===== config.mk =====
export PLATFORM = sky130hd
export DESIGN_NAME = spi_master_ctrl
export DESIGN_NICKNAME = d
export VERILOG_FILES = /design/src/rtl/spi_pkg.sv /design/src/rtl/spi_shift_unit.sv /design/src/rtl/spi_master_ctrl.sv
export SDC_FILE = /design/constraint.sdc
export NUM_CORES = 1
export LEC_CHECK = 0
export CELL_PAD_IN_SITES_DETAIL_PLACEMENT = 0
export CELL_PAD_IN_SITES_GLOBAL_PLACEMENT = 1
export CORE_AREA = 2 2 62 76
export DETAILED_ROUTE_END_ITERATION = 10
export DIE_AREA = 0 0 64 78
export HOLD_SLACK_MARGIN = 0.06
export MAX_ROUTING_LAYER = met4
export PLACE_DENSITY_LB_ADDON = 0.2
export SYNTH_ARGS = -nofsm -noshare
export SYNTH_HDL_FRONTEND = slang
export SYNTH_SLANG_ARGS = --single-unit
export TNS_END_PERCENT = 1

===== constraint.sdc =====
create_clock -name clk -period 2.17 [get_ports clk]
set_input_delay 0.434 -clock clk [delete_from_list [all_inputs] [get_ports clk]]
set_output_delay 0.434 -clock clk [all_outputs]
set_load 0.03 [all_outputs]

===== src/rtl/spi_pkg.sv =====
// Shared command codes, FSM state encoding and frame geometry for the SPI initiator.
package spi_pkg;

    localparam int FRAME_W = 10;

    typedef enum logic [1:0] {
        CMD_WR_ADDR = 2'b00,
        CMD_WR_DATA = 2'b01,
        CMD_RD_ADDR = 2'b10,
        CMD_RD_DATA = 2'b11
    } cmd_t;

    typedef enum logic [2:0] {
        ST_IDLE,
        ST_SELECT,
        ST_SHIFT,
        ST_TURN,
        ST_READ,
        ST_GAP
    } state_t;

    function automatic int max4(input int a, input int b, input int c, input int d);
        int m;
        m = a;
        if (b > m) m = b;
        if (c > m) m = c;
        if (d > m) m = d;
        return m;
    endfunction

endpackage


===== src/rtl/spi_shift_unit.sv =====
// Serial datapath: parallel-load PISO drives MOSI MSB first, SIPO collects MISO MSB first,
// plus a down-counter that holds at zero. No flow control; the controller sequences every enable.
module spi_shift_unit #(
    parameter int WORD_W = 10,
    parameter int DATA_W = 8,
    parameter int CNT_W  = 4
) (
    input  logic              clk,
    input  logic              rst_n,
    input  logic              load_i,
    input  logic [WORD_W-1:0] word_i,
    input  logic              shift_i,
    input  logic              sample_i,
    input  logic              miso_i,
    input  logic              cnt_load_i,
    input  logic [CNT_W-1:0]  cnt_val_i,
    output logic              mosi_o,
    output logic [DATA_W-1:0] rx_o,
    output logic              cnt_zero_o
);

    logic [WORD_W-1:0] piso_q, piso_d;
    logic [DATA_W-1:0] sipo_q, sipo_d;
    logic [CNT_W-1:0]  cnt_q,  cnt_d;

    always_comb begin
        piso_d = piso_q;
        sipo_d = sipo_q;
        cnt_d  = cnt_q;
        if (load_i)
            piso_d = word_i;
        else if (shift_i)
            piso_d = {piso_q[WORD_W-2:0], 1'b0};
        if (sample_i)
            sipo_d = {sipo_q[DATA_W-2:0], miso_i};
        if (cnt_load_i)
            cnt_d = cnt_val_i;
        else if (cnt_q != '0)
            cnt_d = cnt_q - 1'b1;
    end

    always_ff @(posedge clk or negedge rst_n) begin
        if (!rst_n) begin
            piso_q <= '0;
            sipo_q <= '0;
            cnt_q  <= '0;
        end else begin
            piso_q <= piso_d;
            sipo_q <= sipo_d;
            cnt_q  <= cnt_d;
        end
    end

    assign mosi_o     = piso_q[WORD_W-1];
    assign rx_o       = sipo_q;
    assign cnt_zero_o = (cnt_q == '0);

endmodule


===== src/rtl/spi_master_ctrl.sv =====
// SPI initiator: one host command per frame, reply returned 1 cycle after GAP; cmd_ready only in IDLE, no queueing.
// SPI_PROTO_CHECK_EN: refuse rd-data (pulse cmd_err, no frame) until an rd-addr has been sent.
module spi_master_ctrl
    import spi_pkg::*;
#(
    parameter int DATA_W     = 8,
    parameter int TA_CYCLES  = 2,
    parameter int GAP_CYCLES = 1
) (
    input  logic              clk,
    input  logic              rst_n,
    input  logic              cmd_valid,
    output logic              cmd_ready,
    input  logic [1:0]        cmd_type,
    input  logic [DATA_W-1:0] cmd_data,
    output logic              rd_valid,
    output logic [DATA_W-1:0] rd_data,
    output logic              busy,
    output logic              cmd_err,
    output logic              SS_n,
    output logic              MOSI,
    input  logic              MISO
);

    localparam int WORD_W = 2 + DATA_W;
    // GAP is included so a long inter-frame gap still fits the shared counter.
    localparam int CNT_W  = $clog2(max4(WORD_W, DATA_W, TA_CYCLES, GAP_CYCLES) + 1);

    state_t            state_q, state_d;
    logic              ready_q;
    logic              rd_q, rd_d;
    logic              rd_valid_q, rd_valid_d;
    logic [DATA_W-1:0] rd_data_q, rd_data_d;
    logic              err_q, err_d;

    logic              accept, blocked, is_rd;
    logic [WORD_W-1:0] word;
    logic              load, shift_en, sample_en, cnt_load, cnt_zero, mosi_bit;
    logic [CNT_W-1:0]  cnt_val;
    logic [DATA_W-1:0] rx;

    assign accept = cmd_valid & cmd_ready;
    assign is_rd  = (cmd_type == CMD_RD_DATA);
    assign word   = {cmd_type, is_rd ? {DATA_W{1'b0}} : cmd_data};

`ifdef SPI_PROTO_CHECK_EN
    logic addr_loaded_q;

    assign blocked = is_rd & ~addr_loaded_q;

    always_ff @(posedge clk or negedge rst_n) begin
        if (!rst_n)
            addr_loaded_q <= 1'b0;
        else if (accept && cmd_type == CMD_RD_ADDR)
            addr_loaded_q <= 1'b1;
    end
`else
    assign blocked = 1'b0;
`endif

    always_comb begin
        state_d    = state_q;
        rd_d       = rd_q;
        rd_valid_d = 1'b0;
        rd_data_d  = rd_data_q;
        err_d      = 1'b0;
        load       = 1'b0;
        shift_en   = 1'b0;
        sample_en  = 1'b0;
        cnt_load   = 1'b0;
        cnt_val    = '0;
        unique case (state_q)
            ST_IDLE: begin
                if (accept) begin
                    if (blocked) begin
                        err_d = 1'b1;
                    end else begin
                        state_d = ST_SELECT;
                        load    = 1'b1;
                        rd_d    = is_rd;
                    end
                end
            end
            ST_SELECT: begin
                state_d  = ST_SHIFT;
                cnt_load = 1'b1;
                cnt_val  = CNT_W'(WORD_W - 1);
            end
            ST_SHIFT: begin
                shift_en = 1'b1;
                if (cnt_zero) begin
                    cnt_load = 1'b1;
                    if (!rd_q) begin
                        state_d = ST_GAP;
                        cnt_val = CNT_W'(GAP_CYCLES - 1);
                    end else if (TA_CYCLES > 0) begin
                        state_d = ST_TURN;
                        cnt_val = CNT_W'(TA_CYCLES - 1);
                    end else begin
                        state_d = ST_READ;
                        cnt_val = CNT_W'(DATA_W - 1);
                    end
                end
            end
            ST_TURN: begin
                if (cnt_zero) begin
                    state_d  = ST_READ;
                    cnt_load = 1'b1;
                    cnt_val  = CNT_W'(DATA_W - 1);
                end
            end
            ST_READ: begin
                sample_en = 1'b1;
                if (cnt_zero) begin
                    state_d  = ST_GAP;
                    cnt_load = 1'b1;
                    cnt_val  = CNT_W'(GAP_CYCLES - 1);
                end
            end
            ST_GAP: begin
                if (cnt_zero) begin
                    state_d    = ST_IDLE;
                    rd_valid_d = rd_q;
                    if (rd_q)
                        rd_data_d = rx;
                end
            end
            default: state_d = ST_IDLE;
        endcase
    end

    always_ff @(posedge clk or negedge rst_n) begin
        if (!rst_n) begin
            state_q    <= ST_IDLE;
            ready_q    <= 1'b0;
            rd_q       <= 1'b0;
            rd_valid_q <= 1'b0;
            rd_data_q  <= '0;
            err_q      <= 1'b0;
        end else begin
            state_q    <= state_d;
            ready_q    <= 1'b1;
            rd_q       <= rd_d;
            rd_valid_q <= rd_valid_d;
            rd_data_q  <= rd_data_d;
            err_q      <= err_d;
        end
    end

    spi_shift_unit #(
        .WORD_W (WORD_W),
        .DATA_W (DATA_W),
        .CNT_W  (CNT_W)
    ) u_shift (
        .clk        (clk),
        .rst_n      (rst_n),
        .load_i     (load),
        .word_i     (word),
        .shift_i    (shift_en),
        .sample_i   (sample_en),
        .miso_i     (MISO),
        .cnt_load_i (cnt_load),
        .cnt_val_i  (cnt_val),
        .mosi_o     (mosi_bit),
        .rx_o       (rx),
        .cnt_zero_o (cnt_zero)
    );

    // SS_n and MOSI decode straight from state so an async reset releases the bus at once.
    assign SS_n      = (state_q == ST_IDLE) || (state_q == ST_GAP);
    assign MOSI      = ((state_q == ST_SELECT) || (state_q == ST_SHIFT)) ? mosi_bit : 1'b0;
    assign cmd_ready = ready_q && (state_q == ST_IDLE);
    assign busy      = (state_q != ST_IDLE);
    assign rd_valid  = rd_valid_q;
    assign rd_data   = rd_data_q;
    assign cmd_err   = err_q;

endmodule

## Word-level counts from Yosys, hierarchy flattened

Index checks and enable logic that the tools add are counted.

- Reductions and logical operators: 13
- Multiplexer cells: 25
- Bitwise operators: 1
- Add/sub/neg operators: 1
- Eq/ne operators: 11

Operator list:

| cell | count |
|---|---|
| $mux 3 | 7 |
| $mux 10 | 2 |
| $pmux 3 s6 | 1 |
| $pmux 4 s3 | 1 |
| $mux 1 | 10 |
| $ne 2x2->1 const B | 5 |
| $mux 4 | 2 |
| $mux 8 | 1 |
| $eq 3x2->1 const B | 2 |
| $eq 3x3->1 const B | 2 |
| $reduce_and 5->1 | 1 |
| $logic_not 4->1 | 1 |
| $reduce_bool 2->1 | 2 |
| $reduce_bool 4->1 | 1 |
| $sub 4x1->4 const B | 1 |
| $eq 3x1->1 const B | 1 |
| $logic_not 3->1 | 1 |
| $reduce_and 3->1 | 1 |
| $reduce_bool 3->1 | 1 |
| $reduce_or 3->1 | 1 |
| $eq 2x2->1 const B | 1 |
| $logic_or 1x1->1 | 2 |
| $pmux 1 s2 | 1 |
| $reduce_and 2->1 | 1 |
| 2 further kinds | 2 |

- Flip-flop bits (word level): 36
- Output and inout port bits: 14
- Word-level logic and storage cells: 59
- Bits of input ports: 14

## Logic depth before layout (Yosys ltp)

Gate-level depths: netlist (run 1).

- Depth in word-level cells: 6
- Depth in mapped cells: 6
- Mapped depth without buffers: 5

## Modules after synthesis

Synthesis (run 1) repeated with hierarchy kept, for this count alone.

- Cell total of the unflattened synthesis: 153
- Area total of the unflattened synthesis: 1,747.9 um^2

By module, submodules not included:

| module | cells each | area an instance (um^2) | instances |
|---|---|---|---|
| spi_shift_unit | 82 | 977.2 | 1 |
| spi_master_ctrl | 71 | 770.7 | 1 |

## Worst setup path before layout (run 1)

OpenSTA, ideal clock, no wires.

- Path type: reg2out
- Start: register state_q[0]
- End: output MOSI
- Path buffers: 2
- Cell stages (with the launch flop): 5
- Required time: 1.736 ns
- Path slack: 0.195 ns
- Arrival: 1.541 ns
- Cell sequence: dfrtp_1 > buf_4 > clkbuf_1 > xnor2_1 > nor3b_1

- Cells in the longest elaborated chain, start to end: 3
- Elaborated cells on any way between the ends: 4
- Classes of those cells: eq/ne: 2; mux: 1; reduce/logical: 1

RTL lines:

| item | line | text |
|---|---|---|
| start, declared | spi_master_ctrl.sv:29 | `state_t state_q, state_d;` |
| start signal, assigned | spi_master_ctrl.sv:141 | `state_q <= state_d;` |
| $eq 3x1->1 or $eq 3x2->1 (tied branches) | spi_master_ctrl.sv:171 | `assign MOSI = ((state_q == ST_SELECT) \|\| (state_q == ST_SHIFT)) ? mosi_bit : 1'b0;` |
| $logic_or 1x1->1 (*) | spi_master_ctrl.sv:171 |  |
| $mux 1 (*) | spi_master_ctrl.sv:171 |  |
| end, declared | spi_master_ctrl.sv:21 | `output logic MOSI,` |

Mark *: on every way between the ends. The rest lies on a longest branch, timed or not.

## Final worst setup path (run 1)

- Start: register state_q[0]
- End: output SS_n

- Cells in the longest elaborated chain, start to end: 2
- Elaborated cells on any way between the ends: 3
- Classes of those cells: eq/ne: 1; reduce/logical: 2

RTL lines:

| item | line | text |
|---|---|---|
| $eq 3x3->1 or $logic_not 3->1 (tied branches) | spi_master_ctrl.sv:170 | `assign SS_n = (state_q == ST_IDLE) \|\| (state_q == ST_GAP);` |
| $logic_or 1x1->1 (*) | spi_master_ctrl.sv:170 |  |
| end, declared | spi_master_ctrl.sv:20 | `output logic SS_n,` |

Marks and branches as above.

==> results of run 1 <==
[power by group]
group | leakage, nW | total [mW] | internal, mW | switching (mW)
Sequential | 0.439 | 1.10 | 0.913 | 0.185
Clock | 0.0645 | 0.631 | 0.405 | 0.226
Combinational | 0.523 | 1.13 | 0.584 | 0.549
Total | 1.03 | 2.86 | 1.90 | 0.960
[worst max-delay path: cells and delay by family (launching register included)]
| kind | cells | cell delay, ns |
|---|---|---|
| simple gates | 2 | 0.41 |
| buf+inv | 1 | 0.42 |
| flops | 1 | 0.47 |
[area by class of cell]
class                      count  area share, %
timing repair buffer          37           16.0
sequential                    36           41.2
inverter                       3          0.515
clock inverter                 1           1.37
clock buffer                   7           4.41
multi-input combinational     93           33.4
tap                           56           3.20
[cells in the final DEF (no fill, tap or decap), types with 2 or more instances in the layout]
| cell | count |
|---|---|
| dfrtp_1 | 36 |
| clkdlybuf4s50_1 | 22 |
| mux2i_1 | 17 |
| mux2_2 | 16 |
| nand2_1 | 11 |
| buf_4 | 11 |
| clkbuf_8 | 7 |
| nor2_1 | 5 |
| nor3b_1 | 4 |
| a21oi_1 | 4 |
| inv_1 | 3 |
| nand2b_1 | 3 |
| nor2b_1 | 3 |
| o21ai_0 | 3 |
| dlygate4sd2_1 | 3 |
| or3_1 | 2 |
| nor3_1 | 2 |
| a211oi_1 | 2 |
| a32o_1 | 2 |
| a21o_1 | 2 |
| and2_1 | 2 |
| conb_1 | 2 |
[logic make-up (layout without fill, tap and decap cells)]
kind of cell | count (synthesis) | count (layout) | share of synthesized area, %
compound gates | 20 | 20 | 8.43
xor+xnor | 1 | 1 | 0.522
fa+ha+maj | 1 | 1 | 0.746
buf+inv | 10 | 48 | 2.83
flops | 36 | 36 | 53.7
mux | 33 | 33 | 20.9
other cells | 2 | 2 | 0.448
simple gates | 36 | 36 | 12.5
[flip-flops by register name, summed over array words and instances (netlist names)]
register / cells
u_shift.rx_o: 8
u_shift.piso_q: 10
rd_data: 8
ready_q: 1
rd_q: 1
state_q: 3
u_shift.cnt_q: 4
rd_valid: 1
[through the flow]
stage	util, %	total power, mW	cells	worst slack [ns]	area (um2)
3_3_place_gp	49.2	2.25	225	0.195	2060
4_1_cts	52.1	2.91	233	0.130	2190
5_1_grt	52.1	3.09	233	0.0662	2190
2_1_floorplan	-	1.90	139	0.195	1680
3_5_place_dp	49.2	2.29	225	0.150	2060
6_report	52.1	2.86	233	0.158	2190
[timing repair]
action	4_1_cts	5_1_grt
endpoints found under the setup margin	3	0
endpoints found under the hold margin	0	0
resized for setup	3	0
hold buffers	0	0
[per-layer routing]
metal / vias up / routed length (um) / track usage, % / share of wire (%)
met5: - / 0 / - / 0
met4: 0 / 53 / 5.87 / 1.7
met3: 6 / 91 / 4.06 / 3.0
met2: 17 / 1570 / 23.6 / 51
met1: 550 / 1340 / 17.1 / 44
li1: 572 / - / - / -
[path summary, 6_finish.rpt]
| kind | end | start | slack (ns) |
|---|---|---|---|
| setup / recovery | SS_n | state_q[0]$_DFFE_PN0P_ | 0.16 |
| hold / removal | u_shift.piso_q[9]$_DFFE_PN0P_ | u_shift.piso_q[9]$_DFFE_PN0P_ | 0.47 |
| setup reg to reg | rd_data[0]$_DFFE_PN0P_ | u_shift.cnt_q[0]$_DFFE_PN0P_ | 0.17 |
| hold reg to reg | u_shift.piso_q[9]$_DFFE_PN0P_ | u_shift.piso_q[9]$_DFFE_PN0P_ | 0.47 |
| max in group asynchronous | u_shift.piso_q[8]$_DFFE_PN0P_ | rst_n | 1.30 |
| min in group asynchronous | u_shift.cnt_q[3]$_DFFE_PN0P_ | rst_n | 0.55 |
==> results.ini, run 1 <==
[outcome]
status=finished, final reports clean

[critical_path]
crit_fanout=9
worst_ep_required_time_ns=1.74
critical_path.startpoint_type=flip-flop
cp.arrival_ns=1.58
rr_worst_depth=6
crit_chain=nor2b_1 > nor3_1 > dlygate4sd2_1
cp_slowest_cell=dfrtp_1
critPathMaxStageDelay_ns=0.47
setup.worst_path.end_class=output pin
critPathKind=reg -> out

[synth]
yosys_warnings=0
syn_inst=139
netlist.area_leader.share_pct=53.7
syn-cell-area_um2=1680
ys_seq_elements=36
synth_area_leader_cell=dfrtp_1
synth_common_cells=dfrtp_1 (36), mux2i_1 (17), mux2_2 (16)
synth_edf_count=0
synth-async-reset-ratio_pct=100
synth_area_leaders=dfrtp_1 (54%), mux2_2 (11%), mux2i_1 (10%), nand2_1 (2.5%), nor3b_1 (1.8%)
ys_types=34
syn_area_per_cell_um2=12.1
syn_nets=154
synth_most_common_cell=dfrtp_1
ys_seq_area_share_pct=53.7
synthFlopType=dfrtp_1

[die]
pin_count=28
dieArea_um2=4990
rows=26
die_h_um=78
start_util_pct=40.0
core_area_um2=4200
die_width_um=64

[sta]
setup_violations=0
fmax_mhz=497
whs_ns=0.472
post-route-period-util_pct=92.7
min_period_ns=2.01
finalMaxSlewViolations=0
fin_setup_tns_ns=0
hold_viol=0
skew_ns=0.00721
grt_setup_unrepaired=false

[min_path]
min_path_cells=1
hp-class=reg -> reg

[global_routing]
track_usage_pct=14.6
grt_antenna_before_repair=0
grt_pass1_vias=1215
grt_overflow=0
grt_max_degree=37
grt_pass1_wl_mm=5.51

[clock_tree]
clk_latency_ns=0.28
cts-root-buf=clkbuf_8
cts_buffer_depth=2
cts-buffers-inserted=5
clock_sinks=36
cts_tree=yes
clk_transition_reported_paths_ns=0.06
cts_setup_buffers=0
cts_max_level=2

[cells_and_area]
drive_gt1_share_pct=22.0
nets=191
ff_latch_area_um2=901
diodes=0
nFillCells=390
multiInputGateArea_um2=729
syn_to_final_growth_pct=30.4

[drt]
wl_per_cell_um=13.1
ant_nets=0
firstDrtPassIters=3
routed_wl_mm=3.05
vias=1145
drc_errors=0
vias_per_cell=4.91
drtIter0Drc=20

[power]
ir_drop_mv=0.609
p_leak_nw=1.03
power_density_nw_per_um2=1310

[placed_design]
port_buffers=26
globalplace.congestion=0.738
hpwl_mm=2.23

[flow_run]
max-cap-violations=0

(Power assumes the default switching activity.)
==> inputs of run 2 (changes only) <==
- CTS_CLUSTER_DIAMETER: not set -> 60
==> results of run 2 <==
The final DEF is identical to that of run 1; final timing and power are the same.
==> patch 1: new RTL, settings of run 1 <==
Put one more register stage on the output `cmd_err`, cleared by the reset. The value now appears one clock later. The other outputs are not delayed to match.
--- a/src/rtl/spi_master_ctrl.sv
+++ b/src/rtl/spi_master_ctrl.sv
@@ -173,6 +173,12 @@
     assign busy      = (state_q != ST_IDLE);
     assign rd_valid  = rd_valid_q;
     assign rd_data   = rd_data_q;
-    assign cmd_err   = err_q;
+    always_ff @(posedge clk or negedge rst_n) begin
+        if (!rst_n) begin
+            cmd_err <= '0;
+        end else begin
+            cmd_err <= err_q;
+        end
+    end
 
 endmodule
Behaviour: unchanged (Yosys induction, for registers that start in step).
==> patch 1 against run 1 <==
- synthesized area shrank 0.67%
- final area shrank 2.9%
- worst setup slack lost 0.063 ns
- global-route usage shrank 0.37 points
- total power shrank 6.5%
- sequential cell count is the same
- wire length shrank 2.1%
- count of clock-buffer cells in the layout grew 1
- first-iteration DRC count grew to 2.8 times the old value
- critical path type unchanged
- largest power group unchanged
- highest routed layer unchanged
==> patch 1: results (changes against run 1) <==
| Metric | Value |
|---|---|
| Switching power | `0.000944 W (was 0.000960 W)` |
| Tot GR Track Use | `0.142 (was 0.146)` |
| WHS | `0.492 ns (was 0.472 ns)` |
| Setup crit end kind | `primary output (unchanged)` |
| Vias in the first global route | `1222 (was 1215)` |
| Initial antenna violation count | `0 (unchanged)` |
| DRT Pass-1 Iters | `4 (was 3)` |
| Synthesized Nets | `153 (was 154)` |
| Fin nets | `187 (was 191)` |
| CTS HTree Levels | `2 (unchanged)` |
| Slowest stage delay, CP | `0.59 ns (was 0.47 ns)` |
| Hold endpoint | `u_shift.piso_q[8]$_DFFE_PN0P_ (was u_shift.piso_q[9]$_DFFE_PN0P_)` |
| DR vias | `1149 (was 1145)` |
| DRT iter0 DRCs | `56 (was 20)` |
| Share of post-route cells with drive strength above 1 | `0.202 (was 0.220)` |
| Worst setup path endpoint | `busy (was SS_n)` |
| WL/cell | `13.0 um (was 13.1 um)` |
| Hold Startpoint | `u_shift.piso_q[8]$_DFFE_PN0P_ (was u_shift.piso_q[9]$_DFFE_PN0P_)` |
| Worst-Skew Late Latency | `0.28 ns (about the same)` |
| Worst-path fanout max | `4 (was 9)` |
| Final HPWL DP | `2.16 mm (was 2.23 mm)` |
| First-pass GRT wire length | `5.38 mm (was 5.51 mm)` |
| Synth area leaders | `dfrtp_1 (54%), mux2_2 (11%), mux2i_1 (10%) (unchanged)` |
| R2R Setup Slk | `0.11 ns (was 0.17 ns)` |
| Status | `completed (unchanged)` |
| Leak pwr | `1.00 nW (was 1.03 nW)` |
| Gpl congestion | `0.745 (was 0.738)` |
| Crit-path slowest cell | `clkdlybuf4s50_1 (was dfrtp_1)` |
| Clock Skew | `0.00236 ns (was 0.00721 ns)` |
| CP Launch Point | `state_q[2]$_DFFE_PN0P_ (was state_q[0]$_DFFE_PN0P_)` |
| Crit Reg-Reg Endpoint | `rd_data[2]$_DFFE_PN0P_ (was rd_data[0]$_DFFE_PN0P_)` |
| Worst-case vdd ir drop | `0.533 mV (was 0.609 mV)` |
| Filler instances | `389 (was 390)` |
| Sequential cell area fraction in the yosys report | `0.541 (was 0.537)` |
| Family with the most delay on the worst path | `buffers and inverters (was flip-flops)` |
| Crit path DAT | `1.64 ns (was 1.58 ns)` |
[patch 1: cell types whose count changed after synthesis]
| cell | change |
|---|---|
| buf_4 | -1 |
| o21a_1 | +1 |
| clkbuf_2 | +1 |
| xnor2_1 | -1 |
| nor3b_1 | -1 |
[patch 1: kinds of logic after synthesis]
group,share of synthesized area
flops,0.541
simple gates,0.121
mux,0.210
compound gates,0.0893
buf+inv,0.0270
other cells,0.00451
fa+ha+maj,0.00751
[patch 1: timing repair]
action	in CTS	in global routing
resized for setup	0	1
endpoints found under the hold margin	0	0
setup endpoints to repair	0	1
[patch 1: area by class of cell]
class,count,area share
Multi-Input combinational cell,92,0.339
Tap cell,56,0.0330
Timing Repair Buffer,34,0.156
Sequential cell,36,0.424
Clock buffer,8,0.0424
Inverter,3,0.00530
[patch 1: through the flow]
| step | instance area, um2 | setup WS, ns | std cells |
|---|---|---|---|
| finish | 2120 | 0.0948 | 229 |
| global route | 2120 | 0.000597 | 229 |
| CTS | 2120 | 0.00368 | 229 |
| detailed placement | 2030 | 0.131 | 221 |
| global placement | 2030 | 0.180 | 221 |
| floorplan | 1670 | 0.197 | 138 |
[patch 1: power groups by stage]
stage / Clock (W) / Combinational, W / Sequential (W)
final: 0.000475 / 0.00112 / 0.00108
after detailed placement: 0 / 0.00113 / 0.00109
after floorplan: 0 / 0.000819 / 0.00106
after global placement: 0 / 0.00110 / 0.00108
after CTS: 0.000494 / 0.00113 / 0.00108
after global routing: 0.000522 / 0.00124 / 0.00112
[patch 1: per-layer routing]
metal	vias up	track usage	routed length, um
li1	549	-	-
met1	564	0.156	1220
met2	27	0.234	1560
met3	9	0.0406	131
met4	0	0.0717	72
met5	-	-	0
==> patch 2: new RTL, flow settings as in run 1 <==
Without the edit above. Add a define of `SPI_PROTO_CHECK_EN`.
--- a/src/rtl/spi_master_ctrl.sv
+++ b/src/rtl/spi_master_ctrl.sv
@@ -1,5 +1,7 @@
 // SPI initiator: one host command per frame, reply returned 1 cycle after GAP; cmd_ready only in IDLE, no queueing.
 // SPI_PROTO_CHECK_EN: refuse rd-data (pulse cmd_err, no frame) until an rd-addr has been sent.
+`define SPI_PROTO_CHECK_EN
+
 module spi_master_ctrl
     import spi_pkg::*;
 #(
Function: changed (Yosys sat finds a counterexample within 4 cycles, from zero or initial values and one cycle with rst_n low).
==> patch 2 against run 1 <==
- fmax grew 0.38%
- final area grew 0.74%
- wire length grew 2.9%
- synthesized area grew 5.8%
- clock skew is essentially flat
- sequential cell count grew 2
- total power shrank 9.9%
- via count grew 3.9%
- sequential share of layout area grew 2.0 points
- worst setup slack gained 0.0075 ns
==> patch 2: results (changes against run 1) <==
| Metric | Value |
|---|---|
| Status | `completed (unchanged)` |
| WL met1 | `1.44 mm (was 1.34 mm)` |
| Worst-case vdd ir drop | `0.604 mV (was 0.609 mV)` |
| Syn avg cell area | `12.0 um2 (was 12.1 um2)` |
| Hold Startpoint | `addr_loaded_q$_DFFE_PN0P_ (was u_shift.piso_q[9]$_DFFE_PN0P_)` |
| Sequential share of cell area | `0.432 (was 0.412)` |
| Pre-CTS worst setup slack | `0.170 ns (was 0.150 ns)` |
| Sequential cell area fraction in the yosys report | `0.536 (was 0.537)` |
| Cells after DPL | `231 (was 225)` |
| Syn-to-layout area delta | `24.1% (was 30.4%)` |
| Clock-cell share | `0.0375 (was 0.0578)` |
| Port Buffers | `27 (was 26)` |
| Synth area leaders | `dfrtp_1 (54%), mux2_4 (6.8%), mux2_2 (5.7%) (was dfrtp_1 (54%), mux2_2 (11%), mux2i_1 (10%))` |
| Comb_multi_in | `96 (was 93)` |
| Vias in the first global route | `1196 (was 1215)` |
| Gpl congestion | `0.776 (was 0.738)` |
| Total design power | `0.00258 W (was 0.00286 W)` |
| Pin count of the biggest net entering global routing | `21 (was 37)` |
| Clock network power share | `0.180 (was 0.220)` |
| First-pass GRT wire length | `5.53 mm (was 5.51 mm)` |
| Worst reg-to-reg path cell count | `4 (was 6)` |
| Filler instances | `379 (was 390)` |
| R2R Setup Slk | `0.36 ns (was 0.17 ns)` |
| Met3 usage | `0.0348 (was 0.0406)` |
| Leak pwr | `1.01 nW (was 1.03 nW)` |
| DRT Pass-1 Iters | `4 (was 3)` |
| Mux contribution to synthesized area | `0.181 (was 0.209)` |
| GR Util met1 | `0.180 (was 0.171)` |
-- patch 2: changes by cell type after synthesis, sizes merged, moves of 3 or more --
cell / run 1 / this run
a21oi: 4 / 7
buf: 4 / 8
mux2i: 17 / 10
nand2: 12 / 7
nand3: 0 / 8
o21ai: 3 / 12
-- patch 2: worst max-delay path by stage --
stage | start | endpoint | slack (ns) | depth (start not counted)
2_1_floorplan | u_shift.cnt_q[0]$_DFFE_PN0P_ | rd_data[0]$_DFFE_PN0P_ | 0.42 | 6
3_5_place_dp | state_q[2]$_DFFE_PN0P_ | SS_n | 0.17 | 3
5_1_grt | state_q[0]$_DFFE_PN0P_ | cmd_ready | 0.09 | 3
4_1_cts | state_q[2]$_DFFE_PN0P_ | SS_n | 0.15 | 3
6_report | state_q[0]$_DFFE_PN0P_ | SS_n | 0.17 | 3
3_3_place_gp | state_q[0]$_DFFE_PN0P_ | cmd_ready | 0.22 | 3
